--- config.mk ---
export PLATFORM = sky130hd
export DESIGN_NAME = ps2_frame_receiver_flat
export DESIGN_NICKNAME = d
export VERILOG_FILES = /design/src/rtl/ps2_pkg.sv /design/src/rtl/ps2_frame_receiver_if.sv /design/src/rtl/ps2_rx_timeout.sv /design/src/rtl/ps2_frame_receiver.sv /design/src/flat_wrapper.sv
export SDC_FILE = /design/constraint.sdc
export NUM_CORES = 1
export LEC_CHECK = 0
export ABC_AREA = 1
export CAP_MARGIN = 20
export CORE_ASPECT_RATIO = 0.75
export CORE_MARGIN = 1.5
export CORE_UTILIZATION = 56
export CTS_CLUSTER_DIAMETER = 50
export DETAILED_ROUTE_END_ITERATION = 10
export PLACE_DENSITY = 0.78
export SYNTH_ARGS = -nofsm -noshare
export SYNTH_HDL_FRONTEND = slang
export SYNTH_SLANG_ARGS = --single-unit
--- constraint.sdc ---
create_clock -name clk -period 2.1 [get_ports clk]
set_input_delay 0.21 -clock clk [delete_from_list [all_inputs] [get_ports clk]]
set_output_delay 0.21 -clock clk [all_outputs]
set_load 0.01 [all_outputs]
--- src/rtl/ps2_pkg.sv ---
// rtl/ps2_pkg.sv - shared states, parity modes and parity check for the PS/2 frame receiver
package ps2_pkg;

  typedef enum logic [1:0] {
    S_IDLE   = 2'd0,
    S_DATA   = 2'd1,
    S_PARITY = 2'd2,
    S_STOP   = 2'd3
  } state_e;

  localparam int PARITY_NONE = 0;
  localparam int PARITY_ODD  = 1;
  localparam int PARITY_EVEN = 2;

  // data is zero-extended by the caller; padding zeros do not change the XOR
  function automatic logic parity_ok(input logic [15:0] data, input logic p, input int mode);
    logic x;
    x = (^data) ^ p;
    case (mode)
      PARITY_ODD:  return x;
      PARITY_EVEN: return !x;
      default:     return 1'b1;
    endcase
  endfunction

endpackage

--- src/rtl/ps2_frame_receiver_if.sv ---
// rtl/ps2_frame_receiver_if.sv - valid/ready word output of the frame receiver
interface ps2_frame_receiver_if #(
  parameter int DATA_WIDTH = 8
);
  logic [DATA_WIDTH-1:0] rx_data;
  logic                  rx_valid;
  logic                  rx_ready;

  modport master (output rx_data, output rx_valid, input rx_ready);
  modport slave  (input rx_data, input rx_valid, output rx_ready);
endinterface

--- src/rtl/ps2_rx_timeout.sv ---
// rtl/ps2_rx_timeout.sv - saturating mid-frame inactivity counter
module ps2_rx_timeout #(
  parameter int TIMEOUT_CYCLES = 2000
) (
  input  logic clk,
  input  logic reset,
  input  logic clear,
  input  logic enable,
  output logic expire
);
  localparam int CW = $clog2(TIMEOUT_CYCLES + 1);

  logic [CW-1:0] cnt_q, cnt_d;

  always_comb begin
    cnt_d = cnt_q;
    if (clear || !enable) begin
      cnt_d = '0;
    end else if (cnt_q != CW'(TIMEOUT_CYCLES)) begin
      cnt_d = cnt_q + CW'(1);
    end
  end

  // fires in the cycle whose edge would bring the count to TIMEOUT_CYCLES; a strobe wins
  assign expire = enable && !clear && (cnt_q == CW'(TIMEOUT_CYCLES - 1));

  always_ff @(posedge clk) begin
    if (reset) begin
      cnt_q <= '0;
    end else begin
      cnt_q <= cnt_d;
    end
  end

endmodule

--- src/rtl/ps2_frame_receiver.sv ---
// rtl/ps2_frame_receiver.sv - start/data/parity/stop frame receiver with error reporting
module ps2_frame_receiver
  import ps2_pkg::*;
#(
  parameter int DATA_WIDTH     = 8,
  parameter int PARITY_MODE    = PARITY_ODD,
  parameter int STOP_BITS      = 1,
  parameter int TIMEOUT_CYCLES = 2000
) (
  input  logic                 clk,
  input  logic                 reset,
  input  logic                 sample_en,
  input  logic                 data_in,
  ps2_frame_receiver_if.master rx_if,
  output logic                 busy,
  output logic                 parity_err,
  output logic                 framing_err,
  output logic                 timeout_err,
  output logic                 overrun
);
  localparam int BW = $clog2(DATA_WIDTH + 1);

  state_e                state_q, state_d;
  logic [BW-1:0]         bit_cnt_q, bit_cnt_d;
  logic [DATA_WIDTH-1:0] shift_q, shift_d;
  logic [DATA_WIDTH-1:0] rx_data_q, rx_data_d;
  logic [1:0]            stop_cnt_q, stop_cnt_d;
  logic                  par_q, par_d;
  logic                  rx_valid_q, rx_valid_d;
  logic                  parity_err_q, parity_err_d;
  logic                  framing_err_q, framing_err_d;
  logic                  timeout_err_q, timeout_err_d;
  logic                  overrun_q, overrun_d;
  logic                  expire;
  logic                  accept;
  logic                  deliver;
  logic [15:0]           data_ext;

  ps2_rx_timeout #(
    .TIMEOUT_CYCLES(TIMEOUT_CYCLES)
  ) u_timeout (
    .clk    (clk),
    .reset  (reset),
    .clear  (sample_en),
    .enable (state_q != S_IDLE),
    .expire (expire)
  );

  assign accept = rx_valid_q && rx_if.rx_ready;

  always_comb begin
    data_ext                 = '0;
    data_ext[DATA_WIDTH-1:0] = shift_q;
  end

  always_comb begin
    state_d       = state_q;
    bit_cnt_d     = bit_cnt_q;
    shift_d       = shift_q;
    stop_cnt_d    = stop_cnt_q;
    par_d         = par_q;
    rx_data_d     = rx_data_q;
    rx_valid_d    = rx_valid_q;
    parity_err_d  = 1'b0;
    framing_err_d = 1'b0;
    timeout_err_d = 1'b0;
    overrun_d     = 1'b0;
    deliver       = 1'b0;

    if (accept) begin
      rx_valid_d = 1'b0;
    end

    if (expire) begin
      state_d       = S_IDLE;
      timeout_err_d = 1'b1;
    end else if (sample_en) begin
      case (state_q)
        S_IDLE: begin
          if (!data_in) begin
            state_d    = S_DATA;
            bit_cnt_d  = '0;
            stop_cnt_d = '0;
            shift_d    = '0;
          end
        end
        S_DATA: begin
          // LSB arrives first and ends up at bit 0 after DATA_WIDTH shifts
          shift_d                 = shift_q >> 1;
          shift_d[DATA_WIDTH-1]   = data_in;
          bit_cnt_d               = bit_cnt_q + BW'(1);
          if (bit_cnt_q == BW'(DATA_WIDTH - 1)) begin
            state_d = (PARITY_MODE == PARITY_NONE) ? S_STOP : S_PARITY;
          end
        end
        S_PARITY: begin
          par_d   = data_in;
          state_d = S_STOP;
        end
        S_STOP: begin
          if (!data_in) begin
            framing_err_d = 1'b1;
            state_d       = S_IDLE;
          end else if (stop_cnt_q == 2'(STOP_BITS - 1)) begin
            state_d = S_IDLE;
            if (!parity_ok(data_ext, par_q, PARITY_MODE)) begin
              parity_err_d = 1'b1;
            end else begin
              deliver = 1'b1;
            end
          end else begin
            stop_cnt_d = stop_cnt_q + 2'd1;
          end
        end
        default: state_d = S_IDLE;
      endcase
    end

    // a same-cycle accept frees the output register for the new word
    if (deliver) begin
      if (!rx_valid_q || accept) begin
        rx_data_d  = shift_q;
        rx_valid_d = 1'b1;
      end else begin
        overrun_d = 1'b1;
      end
    end
  end

  always_ff @(posedge clk) begin
    if (reset) begin
      state_q       <= S_IDLE;
      bit_cnt_q     <= '0;
      shift_q       <= '0;
      stop_cnt_q    <= '0;
      par_q         <= 1'b0;
      rx_data_q     <= '0;
      rx_valid_q    <= 1'b0;
      parity_err_q  <= 1'b0;
      framing_err_q <= 1'b0;
      timeout_err_q <= 1'b0;
      overrun_q     <= 1'b0;
    end else begin
      state_q       <= state_d;
      bit_cnt_q     <= bit_cnt_d;
      shift_q       <= shift_d;
      stop_cnt_q    <= stop_cnt_d;
      par_q         <= par_d;
      rx_data_q     <= rx_data_d;
      rx_valid_q    <= rx_valid_d;
      parity_err_q  <= parity_err_d;
      framing_err_q <= framing_err_d;
      timeout_err_q <= timeout_err_d;
      overrun_q     <= overrun_d;
    end
  end

  assign rx_if.rx_data  = rx_data_q;
  assign rx_if.rx_valid = rx_valid_q;
  assign busy           = (state_q != S_IDLE);
  assign parity_err     = parity_err_q;
  assign framing_err    = framing_err_q;
  assign timeout_err    = timeout_err_q;
  assign overrun        = overrun_q;

endmodule

--- src/flat_wrapper.sv ---
// flat-port wrapper written by rule: the top's interface ports become plain ports
module ps2_frame_receiver_flat import ps2_pkg::*;
#(
  parameter int DATA_WIDTH     = 8,
  parameter int PARITY_MODE    = PARITY_ODD,
  parameter int STOP_BITS      = 1,
  parameter int TIMEOUT_CYCLES = 2000
)
  (clk, reset, sample_en, data_in, busy, parity_err, framing_err, timeout_err, overrun, rx_if_rx_data, rx_if_rx_valid, rx_if_rx_ready);
  ps2_frame_receiver_if #(.DATA_WIDTH(DATA_WIDTH)) rx_if_i ();
  input  logic clk;
  input  logic reset;
  input  logic sample_en;
  input  logic data_in;
  output logic busy;
  output logic parity_err;
  output logic framing_err;
  output logic timeout_err;
  output logic overrun;
  output wire logic [$bits(rx_if_i.rx_data)-1:0] rx_if_rx_data;
  output wire logic [$bits(rx_if_i.rx_valid)-1:0] rx_if_rx_valid;
  input wire logic [$bits(rx_if_i.rx_ready)-1:0] rx_if_rx_ready;
  assign rx_if_rx_data = rx_if_i.rx_data;
  assign rx_if_rx_valid = rx_if_i.rx_valid;
  assign rx_if_i.rx_ready = rx_if_rx_ready;
  ps2_frame_receiver #(.DATA_WIDTH(DATA_WIDTH), .PARITY_MODE(PARITY_MODE), .STOP_BITS(STOP_BITS), .TIMEOUT_CYCLES(TIMEOUT_CYCLES)) u_core (.clk(clk), .reset(reset), .sample_en(sample_en), .data_in(data_in), .rx_if(rx_if_i), .busy(busy), .parity_err(parity_err), .framing_err(framing_err), .timeout_err(timeout_err), .overrun(overrun));
endmodule
Word-level counts from Yosys, hierarchy flattened
Index checks and enable logic that the tools add are counted.
- flip-flop bits (word level): 41
- memories: 0
- bits in latches: 0
- memory bits (read-only): 0
- output and inout port bits: 14
- bits of input ports: 5
- RAM bits: 0
- reductions and logical operators: 24
- shifts and indexed selects: 0
- divide/modulo/power cells: 0
- bitwise gates (word level): 7
- eq/ne operators: 11
- order comparisons: 0
- add/sub/neg operators: 3
- multiplexer cells: 31
- $mul: 0
- operators by type and width (operator ; number):
    $mux W1 ; 18
    $pmux W8 S2 ; 1
    $reduce_xor A16 Y1 ; 1
    $mux W2 ; 7
    $add A11 B1 Y11 const B ; 1
    $eq A11 B11 Y1 const B ; 1
    $ne A11 B11 Y1 const B ; 1
    $mux W8 ; 1
    $pmux W2 S4 ; 1
    $pmux W4 S2 ; 1
    $reduce_and A4 Y1 ; 2
    $ne A2 B2 Y1 const B ; 3
    $not A1 Y1 ; 6
    $reduce_and A6 Y1 ; 1
    $reduce_bool A2 Y1 ; 3
    $reduce_or A2 Y1 ; 3
    $reduce_or A6 Y1 ; 1
    $add A4 B1 Y4 const B ; 1
    $eq A2 B2 Y1 const B ; 2
    $eq A4 B3 Y1 const B ; 1
    $logic_not A2 Y1 ; 2
    $mux W4 ; 1
    $pmux W2 S2 ; 1
    $reduce_or A4 Y1 ; 1
    10 further kinds ; 15

Logic depth before layout (Yosys ltp)
- depth in word-level cells: 15
- gate-level depth with buffers: 12
- gate-level depth less buffers: 11

Hierarchy
A second synthesis with hierarchy kept.
- cell total of the unflattened synthesis: 300
- area total of the unflattened synthesis: 2159.6 um2
- by module, submodules not included (module ; instances ; seq. area each (um2) ; cells an instance ; area each (um2)):
    ps2_frame_receiver ; 1 ; 600.6 ; 212 ; 1546.5
    ps2_rx_timeout ; 1 ; 220.2 ; 88 ; 613.1

Worst setup path before layout
No wires, ideal clock.
- path type: reg2reg
- from: register u_core.state_q[0]
- to: register u_core.bit_cnt_q[2]
- setup slack: 0.508 ns
- arrival time: 1.475 ns
- cell stages (with the launch flop): 10
- clock period less this slack: 1.592 ns
- data required time: 1.982 ns
- cells stage by stage: dfxtp_1 inv_1 ha_1 inv_1 o21ai_1 a21oi_1 inv_1 buf_2 o21ai_1 nor2_1
- cells in the longest elaborated chain, start to end: 5
- elaborated cells on any way between the ends: 10
- classes of those cells: eq/ne: 2; mux: 1; bitwise: 1; reduce/logical: 6
- ends and longest elaborated chain (what ; RTL line ; text):
    start, declared ; ps2_frame_receiver.sv:23 ; state_e state_q, state_d;
    start signal, assigned ; ps2_frame_receiver.sv:144 ; state_q <= state_d;
    $reduce_bool A2 Y1 ; n/a ;
    named net busy ; flat_wrapper.sv:15 ; output logic busy;
    $logic_and A1 B1 Y1 (2 in series) ; ps2_rx_timeout.sv:25 ; assign expire = enable && !clear && (cnt_q == CW'(TIMEOUT_CYCLES - 1));
    $not A1 Y1 (no line) ; n/a ;
    $reduce_and A4 Y1 (no line) ; n/a ;
    end signal, assigned ; ps2_frame_receiver.sv:145 ; bit_cnt_q <= bit_cnt_d;
    end, declared ; ps2_frame_receiver.sv:24 ; logic [BW-1:0] bit_cnt_q, bit_cnt_d;
The timed path passes the listed nets, and every way through them passes these cells.
A chain may end at the register's enable or synchronous reset.

Final worst setup path
- from: register u_core.state_q[0]
- to: output busy
- cells in the longest elaborated chain, start to end: 1
- ends and longest elaborated chain (what ; RTL line ; text):
    $reduce_bool A2 Y1 ; ps2_frame_receiver.sv:160 ; assign busy = (state_q != S_IDLE);
    end, declared ; flat_wrapper.sv:15 ;
No other way between the ends.

==> results.cfg <==
[synth]
ys_seq_area_share_pct = 41.9
synth.distinct_cells = 29
synth_ff_type = dfxtp_1
syn_nets = 285
async_flop_share_pct = 0
synth_top_area_share_pct = 41.9
synth-seq-cells = 41
synth_area_per_cell_um2 = 7.19
synth_area_leaders = dfxtp_1 (42%), nand2_1 (13%), inv_1 (7.7%)
synth-edff-count = 0
synth_cells = 272
synth_area_um2 = 1960
yosys.area.top_type = dfxtp_1
yosysWarnings = 0

[sta]
rsz0062_at_grt = no
maxSlewViolCount = 0
max_slew.worst_pin.slew_ps = 387
whs_ps = 483
setup_viol = 0
fmax_mhz = 541
hold_viol_final = 0
fin_crit_sh_pct = 88.0
period_needed_ps = 1850
relSlewSlack_pct = 74.2
fin_setup_tns_ps = 0
finClkSkew_ps = 6.04

[power_and_ir_drop]
internal-power_mw = 1.11
seq_power_share_pct = 53.8
p_leak_nw = 0.949
power_density_nw_per_um2 = 659
power_mw = 1.49
switchingPower_mw = 0.384
power_frac_clock_pct = 35.6
ir_drop_uv = 606
combPwrFrac_pct = 10.6
switching_share_pct = 25.7

[finish]
final_cell_area_um2 = 2270
area_delta_synth_final_pct = 15.8
drive_above_1_share_pct = 8.45
fin_nets = 309
antenna-diode-count = 0
stdcell_count = 336

[worst_setup_path]
required_ps = 1890
worstSetupPathType = reg2out
worstSetupStartpointType = flip-flop
critPathCaptureType = output port
worstPathMaxFanout = 4
crit_arrival_ps = 1640

[floorplanning]
coreArea_um2 = 3310
die_width_um = 71.3
dieArea_um2 = 3860
die_h_um = 54.2
pin_count = 19
rows = 18
start_util_pct = 59.1

[cts]
clock-sinks = 41
clk_pin_slew_ps = 80
clockRootBuffer = clkbuf_8
postCtsSetupRepairBufs = 0
postCtsHoldBufs = 0
ctsHtreeMaxLevel = 2
clk_latency_ps = 300
cts_buffers = 5
cts.repair.resized = 0
cts_tree = yes
clockBufferDepth = 2

[placement]
dp_hpwl_um = 2800
place_inst = 329
port_buffers = 18
place_area_um2 = 2180
place.gp.congestion = 0.846

[run_status]
status = completed

[global_route]
antenna_found_initial = 0
grt_max_degree = 17
grt_pass1_wl_um = 6370
grt-ovfl-total = 0
first_global_vias = 1432
track_usage_pct = 22.4

[worst_hold_path]
hp-class = reg2reg

[flow_run]
maxCapViolCount = 0

[drt]
ant_nets = 0
wl_per_cell_um = 11.2
vias = 1676
firstDrtPassIters = 4
routed_wl_um = 3780
drcViolationCount = 0
vias_per_cell = 4.99
drt_iter0_drc = 115
## layer usage
layer  vias to the layer above  global-route usage, %  routed length [µm]
li1                        905                      -                   -
met1                       736                   29.9                1890
met2                        30                   34.1                1650
met3                         5                   8.43                 191
met4                         0                   6.60                  43
met5                         -                      0                   0
## sequential cells by signal, summed over array words and instances, names as in the netlist
| name | count |
|---|---|
| u_core.state_q | 2 |
| u_core.timeout_err | 1 |
| u_core.parity_err | 1 |
| u_core.overrun | 1 |
| u_core.shift_q | 8 |
| u_core.framing_err | 1 |
| u_core.rx_if.rx_data | 8 |
| u_core.stop_cnt_q | 2 |
| u_core.bit_cnt_q | 4 |
| u_core.rx_if.rx_valid | 1 |
| u_core.u_timeout.cnt_q | 11 |
| u_core.par_q | 1 |
## cells in the mapped netlist, types with 2 or more instances
| library cell | count |
|---|---|
| dfxtp_1 | 41 |
| a211oi_1 | 2 |
| nand4_1 | 2 |
| nand2_1 | 68 |
| o21ai_1 | 2 |
| or2_2 | 4 |
| xor2_1 | 2 |
| nand2_2 | 5 |
| nor3_1 | 6 |
| ha_1 | 8 |
| nand3_1 | 10 |
| a21oi_1 | 27 |
| o21ai_0 | 8 |
| nor2_1 | 29 |
| xnor2_1 | 2 |
| inv_1 | 40 |
| inv_2 | 3 |
| nor3b_1 | 2 |
## per-stage QoR
stage / worst slack [ps] / util (%)
floorplan: 508 / -
global placement: 330 / 65.7
detailed placement: 278 / 65.7
CTS: 236 / 68.4
global route: 121 / 68.4
finish: 252 / 68.4
## cells in the final DEF, fill, tap and decap left out, drive strengths merged
cell type / instances
nor3b: 2
a211oi: 2
xnor2: 2
clkbuf: 6
nor2: 29
o221ai: 1
clkdlybuf4s50: 18
dfxtp: 41
nor4: 1
a311oi: 1
nor3: 7
nand4: 3
a21oi: 27
buf: 3
inv: 43
xor2: 2
nand3: 11
nand2: 73
ha: 8
or2: 5
o21ai: 10
clkinvlp: 1
## kinds of logic (layout without fill, tap and decap cells)
group / after synthesis / count (layout) / synth area share [%]
xor gates and xnor gates: 4 / 4 / 1.79
AOI/OAI and AO/OA: 41 / 41 / 11.1
and+or+nand+nor: 131 / 131 / 30.1
buffers and inverters: 47 / 71 / 9.97
DFF: 41 / 41 / 41.9
adders and majority gates: 8 / 8 / 5.12
## power groups by stage
stage / Combinational [mW] / Sequential, mW / Clock [mW]
final: 0.159 / 0.803 / 0.531
after global routing: 0.182 / 0.805 / 0.577
after CTS: 0.158 / 0.803 / 0.543
after detailed placement: 0.158 / 0.822 / 0
after global placement: 0.153 / 0.821 / 0
after floorplan: 0.112 / 0.820 / 0
## worst paths after layout
kind / cells after the start / startpoint / to / slack [ps]
setup / recovery: 4 / u_core.state_q[0] / busy / 250
hold / removal: 2 / u_core.stop_cnt_q[1] / u_core.stop_cnt_q[1] / 480
setup reg to reg: 9 / u_core.state_q[0] / u_core.bit_cnt_q[3] / 320
hold reg to reg: 2 / u_core.stop_cnt_q[1] / u_core.stop_cnt_q[1] / 480
## final cells by class
class / instances / area, µm²
Sequential cell: 41 / 821
Inverter: 43 / 161
Timing Repair Buffer: 21 / 203
Tap cell: 40 / 50.0
Clock buffer: 6 / 82.6
Multi-Input combinational cell: 184 / 941
Fill cell: 288 / 1040
Clock inverter: 1 / 7.51
## worst max-delay path, stage by stage, from the launching register on
cell and delay (ps):
dfxtp_1 370, inv_1 90, ha_1 240, inv_1 110, clkdlybuf4s50_1 540
Note: power is estimated with default switching activity, not from simulation.
